[src/rtl/fetch_queue_if.sv]
// Multi-lane fetch queue bus: producer enqueue side, consumer dequeue side,
// flush and status. The queue itself takes the slave modport.
interface fetch_queue_if #(
    parameter int N_LANES = 3,
    parameter int DEPTH   = 8,
    parameter int PKT_W   = 64
);
    localparam int CW = $clog2(N_LANES + 1);
    localparam int OW = $clog2(DEPTH + 1);

    logic [CW-1:0]                   enq_count;
    logic [N_LANES-1:0][PKT_W-1:0]   enq_data;
    logic [CW-1:0]                   free_slots;
    logic [CW-1:0]                   deq_count;
    logic [N_LANES-1:0][PKT_W-1:0]   deq_data;
    logic [CW-1:0]                   deq_valid;
    logic                            flush;
    logic [OW-1:0]                   occupancy;
    logic                            full;
    logic                            empty;
    logic                            ovf_err;
    logic                            udf_err;

    modport master (
        output enq_count, enq_data, deq_count, flush,
        input  free_slots, deq_data, deq_valid, occupancy, full, empty, ovf_err, udf_err
    );

    modport slave (
        input  enq_count, enq_data, deq_count, flush,
        output free_slots, deq_data, deq_valid, occupancy, full, empty, ovf_err, udf_err
    );
endinterface

[src/rtl/fetch_queue.sv]
// Multi-lane circular fetch queue: up to N_LANES packets in and out per cycle,
// status derived only from registered state, sticky protocol-violation flags.
module fetch_queue #(
    parameter int N_LANES = 3,
    parameter int DEPTH   = 8,
    parameter int PKT_W   = 64
) (
    input  logic         clock,
    input  logic         reset_n,
    fetch_queue_if.slave q
);
    localparam int CW = $clog2(N_LANES + 1);
    localparam int OW = $clog2(DEPTH + 1);
    localparam int PW = (DEPTH > 1) ? $clog2(DEPTH) : 1;
    localparam int SW = PW + 1;

    generate
        if (DEPTH < N_LANES || N_LANES < 1) begin : g_bad_params
            $fatal(1, "fetch_queue: requires N_LANES >= 1 and DEPTH >= N_LANES");
        end
    endgenerate

    logic [PKT_W-1:0]              r_mem [DEPTH];
    logic [PW-1:0]                 r_head;
    logic [PW-1:0]                 r_tail;
    logic [OW-1:0]                 r_occ;
    logic                          r_ovf;
    logic                          r_udf;

    logic [OW-1:0]                 w_room;
    logic [CW-1:0]                 w_free;
    logic [CW-1:0]                 w_dvalid;
    logic [CW-1:0]                 w_acc_enq;
    logic [CW-1:0]                 w_acc_deq;
    logic                          w_enq_ovf;
    logic                          w_deq_udf;
    logic [N_LANES-1:0][PKT_W-1:0] w_deq_data;

    // ptr < DEPTH and off <= DEPTH, so one conditional subtract is a full modulo
    function automatic logic [PW-1:0] wrap_add(input logic [PW-1:0] ptr, input logic [SW-1:0] off);
        logic [SW-1:0] s;
        s = SW'(ptr) + off;
        if (s >= SW'(DEPTH))
            s = s - SW'(DEPTH);
        return s[PW-1:0];
    endfunction

    always_comb begin
        w_room    = OW'(DEPTH) - r_occ;
        w_free    = (w_room < OW'(N_LANES)) ? CW'(w_room) : CW'(N_LANES);
        w_dvalid  = (r_occ  < OW'(N_LANES)) ? CW'(r_occ)  : CW'(N_LANES);
        w_enq_ovf = q.enq_count > w_free;
        w_deq_udf = q.deq_count > w_dvalid;
        w_acc_enq = w_enq_ovf ? w_free   : q.enq_count;
        w_acc_deq = w_deq_udf ? w_dvalid : q.deq_count;
    end

    always_comb begin
        w_deq_data = '0;
        for (int unsigned i = 0; i < N_LANES; i++) begin
            if (CW'(i) < w_dvalid)
                w_deq_data[i] = r_mem[wrap_add(r_head, SW'(i))];
        end
    end

    always_ff @(posedge clock or negedge reset_n) begin
        if (!reset_n) begin
            r_head <= '0;
            r_tail <= '0;
            r_occ  <= '0;
            r_ovf  <= 1'b0;
            r_udf  <= 1'b0;
        end else if (q.flush) begin
            r_head <= '0;
            r_tail <= '0;
            r_occ  <= '0;
        end else begin
            r_head <= wrap_add(r_head, SW'(w_acc_deq));
            r_tail <= wrap_add(r_tail, SW'(w_acc_enq));
            r_occ  <= r_occ + OW'(w_acc_enq) - OW'(w_acc_deq);
            if (w_enq_ovf)
                r_ovf <= 1'b1;
            if (w_deq_udf)
                r_udf <= 1'b1;
        end
    end

    // Storage is unreset; a write landing during reset is unreachable since occupancy restarts at 0
    always_ff @(posedge clock) begin
        if (!q.flush) begin
            for (int unsigned i = 0; i < N_LANES; i++) begin
                if (CW'(i) < w_acc_enq)
                    r_mem[wrap_add(r_tail, SW'(i))] <= q.enq_data[i];
            end
        end
    end

    assign q.free_slots = w_free;
    assign q.deq_valid  = w_dvalid;
    assign q.deq_data   = w_deq_data;
    assign q.occupancy  = r_occ;
    assign q.full       = (r_occ == OW'(DEPTH));
    assign q.empty      = (r_occ == '0);
    assign q.ovf_err    = r_ovf;
    assign q.udf_err    = r_udf;
endmodule

[src/flat_wrapper.sv]
// flat-port wrapper written by rule: the top's interface ports become plain ports
module fetch_queue_flat 
#(
    parameter int N_LANES = 3,
    parameter int DEPTH   = 8,
    parameter int PKT_W   = 64
)
  (clock, reset_n, q_enq_count, q_enq_data, q_deq_count, q_flush, q_free_slots, q_deq_data, q_deq_valid, q_occupancy, q_full, q_empty, q_ovf_err, q_udf_err);
  fetch_queue_if #(.N_LANES(N_LANES), .DEPTH(DEPTH), .PKT_W(PKT_W)) q_i ();
  input  logic clock;
  input  logic reset_n;
  input wire logic [$bits(q_i.enq_count)-1:0] q_enq_count;
  input wire logic [$bits(q_i.enq_data)-1:0] q_enq_data;
  input wire logic [$bits(q_i.deq_count)-1:0] q_deq_count;
  input wire logic [$bits(q_i.flush)-1:0] q_flush;
  output wire logic [$bits(q_i.free_slots)-1:0] q_free_slots;
  output wire logic [$bits(q_i.deq_data)-1:0] q_deq_data;
  output wire logic [$bits(q_i.deq_valid)-1:0] q_deq_valid;
  output wire logic [$bits(q_i.occupancy)-1:0] q_occupancy;
  output wire logic [$bits(q_i.full)-1:0] q_full;
  output wire logic [$bits(q_i.empty)-1:0] q_empty;
  output wire logic [$bits(q_i.ovf_err)-1:0] q_ovf_err;
  output wire logic [$bits(q_i.udf_err)-1:0] q_udf_err;
  assign q_i.enq_count = q_enq_count;
  assign q_i.enq_data = q_enq_data;
  assign q_i.deq_count = q_deq_count;
  assign q_i.flush = q_flush;
  assign q_free_slots = q_i.free_slots;
  assign q_deq_data = q_i.deq_data;
  assign q_deq_valid = q_i.deq_valid;
  assign q_occupancy = q_i.occupancy;
  assign q_full = q_i.full;
  assign q_empty = q_i.empty;
  assign q_ovf_err = q_i.ovf_err;
  assign q_udf_err = q_i.udf_err;
  fetch_queue #(.N_LANES(N_LANES), .DEPTH(DEPTH), .PKT_W(PKT_W)) u_core (.clock(clock), .reset_n(reset_n), .q(q_i));
endmodule
[config.mk]
export PLATFORM = sky130hd
export DESIGN_NAME = fetch_queue_flat
export DESIGN_NICKNAME = d
export VERILOG_FILES = /design/src/rtl/fetch_queue_if.sv /design/src/rtl/fetch_queue.sv /design/src/flat_wrapper.sv
export SDC_FILE = /design/constraint.sdc
export NUM_CORES = 2
export LEC_CHECK = 0
export CORE_MARGIN = 3
export CORE_UTILIZATION = 55
export DETAILED_ROUTE_END_ITERATION = 10
export DONT_BUFFER_PORTS = 1
export PLACE_DENSITY_LB_ADDON = 0.25
export SETUP_SLACK_MARGIN = 0.02
export SYNTH_ARGS = -nofsm -noshare
export SYNTH_HDL_FRONTEND = slang
export SYNTH_SLANG_ARGS = --single-unit
[constraint.sdc]
create_clock -name clock -period 12 [get_ports clock]
set_input_delay 2.4 -clock clock [delete_from_list [all_inputs] [get_ports clock]]
set_output_delay 2.4 -clock clock [all_outputs]
set_load 0.02 [all_outputs]
==> results.toml <==
[cells_and_area]
num_antenna_cells = 0
area_growth_pct = 6.317
fillCellCount = 5648
fin_nets = 2966
final_cell_count_no_fill = 3764
utilization_pct = 59.21
drive_gt1_share_pct = 56.42

[drt]
wire_per_inst_um = 37.34
num_vias = 27850
drt_iter0_drc = 2740
viasPerCell = 7.400
wirelength_um = 140500
drc = 0
final_antenna_net_count = 0
drt-pass1-iter-count = 6

[sta]
relSlewSlack_pct = 13.22
worst_slew_pin_slew_ns = 1.292
hold_violations = 0
rsz0062_at_grt = "false"
setup_tns_ns = 0
fin_worst_skew_ns = 0.02008
setup_viol = 0
fmax_ghz = 0.1361
period_needed_ns = 7.349
post-route-period-util_pct = 61.24
maxSlewViolCount = 0

[yosys]
synth_top_area_share_pct = 37.02
syn_area_sq_mm = 0.04153
synthCells = 2869
ys_warn_count = 0
yosysTopAreaCell = "edfxtp_1"
ys_ff_latch = 524
postSynthAreaPerCell_sq_um = 14.48
synth_area_leaders = "edfxtp_1, mux2_2, mux4_2"
synthFlopType = "edfxtp_1"
synth_cell_type_count = 45
syn_nets = 3091
async_flop_share_pct = 2.290
synth_seq_area_share_pct = 37.74
synth-edff-count = 512

[global_routing]
grt.total_usage_pct = 34.82
grt-ovfl-total = 0
grt_pass1_wl_um = 199700
grt_pass1_vias = 28790
antenna_found_initial = 0
grt_max_degree = 179

[setup_path]
arrival_ns = 4.95
r2r-start = "u_core.q.occupancy[0]"
r2r-end = "u_core.r_mem[1][50]"
worstPathMaxFanout = 65
crit_required_ns = 9.60
r2r_cells = 14
critPathCaptureType = "primary output"
critPathLaunchType = "register"
rrSetupSlack_ns = 6.20
worstSetupPathType = "register to primary output"

[clock_tree]
cts_resized = 0
htree_levels = 2
worstSkewPairLatency_ns = 0.65
cts_tree = "done"
cts_sinks = 524
cts_setup_buffers = 0
hold_buffers = 0
clock_path_buffers = 3
cts_made_buffers = 59
clk_pin_slew_worst_paths_ns = 0.06
cts_root_buffer = "clkbuf_16"

[status]
outcome = "completed"

[pwr]
clkPwrFrac_pct = 16.9
p_per_area_mw_per_mm2 = 249.9
power.internal_w = 0.006011
switching_share_pct = 45.52
power.switching_w = 0.005022
irDropWorstVdd_uv = 263.9
pwr-share-seq_pct = 26.6
leakage_nw = 16.32
comb_power_share_pct = 56.5

[floorplan]
io_pins = 403
core.rowCount = 100
core_sq_mm = 0.07457
dieArea_sq_mm = 0.07885
fp.dieH_um = 280.8
chipWidth_um = 280.8
start_util_pct = 55.69

[worst_hold_path]
hold_class = "register to register"
holdCritStartpoint = "u_core.q.ovf_err"
whs_path_depth = 1
hold_end = "u_core.q.ovf_err"

[job]
cap_violations = 0

[placement]
place_congestion = 0.8460
dp_cells = 3652
port_buffers = 0
dp_hpwl_um = 81120
placed cells by master (no fill, tap or decap), drive strengths merged, types with 6 or more instances in the layout:
cell type  instances
o22ai             23
mux2i            146
o221ai            13
nor2b             22
mux2            1106
nor3              22
nor2              84
a221oi            13
nand2            208
edfxtp           512
xnor2              6
ha                19
o311ai             8
clkinvlp           8
buf               65
mux4             272
clkinv            31
bufinv             8
a21oi             82
inv               21
clkbuf            65
dfrtp             12
a2111oi            8
power groups by stage:
stage / Combinational [W] / Sequential (W) / Clock, W
6_report: 0.00623 / 0.00293 / 0.00187
5_1_grt: 0.00649 / 0.00297 / 0.00195
4_1_cts: 0.00616 / 0.00292 / 0.00188
3_5_place_dp: 0.00614 / 0.00295 / 0
3_3_place_gp: 0.00604 / 0.00291 / 0
2_1_floorplan: 0.00457 / 0.00291 / 0
kinds of logic (layout without fill, tap and decap cells):
logic type / count (synthesis) / in the layout / share of synthesized area (%)
flops: 524 / 524 / 37.74
buf+inv: 272 / 198 / 3.492
compound gates: 159 / 159 / 2.431
simple gates: 358 / 358 / 3.582
mux: 1524 / 1524 / 51.80
xor+xnor: 9 / 9 / 0.1898
fa+ha+maj: 23 / 23 / 0.7652
worst max-delay path: stages, from the launching register on:
cell	delay (ns)
dfrtp_4	1.07
ha_4	0.95
buf_4	0.99
mux4_2	0.37
nand2_1	0.05
a21oi_1	0.80
sequential cells by signal, summed over array words and instances (netlist names):
name / flops
u_core.q.occupancy: 4
u_core.r_tail: 3
u_core.q.udf_err: 1
u_core.r_head: 3
u_core.q.ovf_err: 1
u_core.r_mem: 512
per-layer routing:
metal	wire [um]	vias to the layer above	share of wire (%)	track usage [%]
li1	-	11180	-	-
met3	15340	429	11	10.03
met2	68900	1865	49	58.81
met5	0	-	0	0
met4	7259	0	5.2	17.67
met1	49050	14380	35	40.62
metrics by stage:
stage / hold slack [ns] / power, W / setup slack [ns] / area, sq um
floorplan: 0.5655 / 0.007482 / 0.4559 / 41530
global placement: 0.6027 / 0.008951 / 5.448 / 42180
detailed placement: 0.6082 / 0.009092 / 5.413 / 42180
CTS: 0.6213 / 0.01095 / 4.732 / 44160
global route: 0.6407 / 0.01141 / 4.494 / 44160
finish: 0.6126 / 0.01103 / 4.651 / 44160
worst max-delay path by stage:
stage / depth (start not counted) / startpoint / to
after CTS: 5 / u_core.r_head[1] / q_deq_data[66]
after global placement: 5 / u_core.r_head[1] / q_deq_data[66]
after global routing: 5 / u_core.r_head[1] / q_deq_data[66]
after detailed placement: 5 / u_core.r_head[1] / q_deq_data[66]
final: 5 / u_core.r_head[1] / q_deq_data[66]
after floorplan: 7 / q_enq_count[1] / u_core.r_mem[1][0]
synthesized netlist by cell type, drive strengths merged, types with 6 or more instances:
master and instances:
a221oi 13, nor2 84, o22ai 23, xnor2 6
mux4 272, dfrtp 12, mux2 1106, nand2 208
a2111oi 8, nor3 22, buf 140, inv 21
a21oi 82, nor2b 22, edfxtp 512, mux2i 146
clkbuf 111, ha 19, o311ai 8, o221ai 13
area by class of cell:
class	count	area (sq um)	area share (%)
clock buffers	65	1520	3.443
clock inverters	47	455.4	1.031
inverters	21	85.08	0.1927
multi-input cells	2073	24680	55.90
flip-flops and latches	524	15690	35.52
well taps	969	1212	2.746
repair buffers	65	513.0	1.162
(Power assumes the default switching activity.)
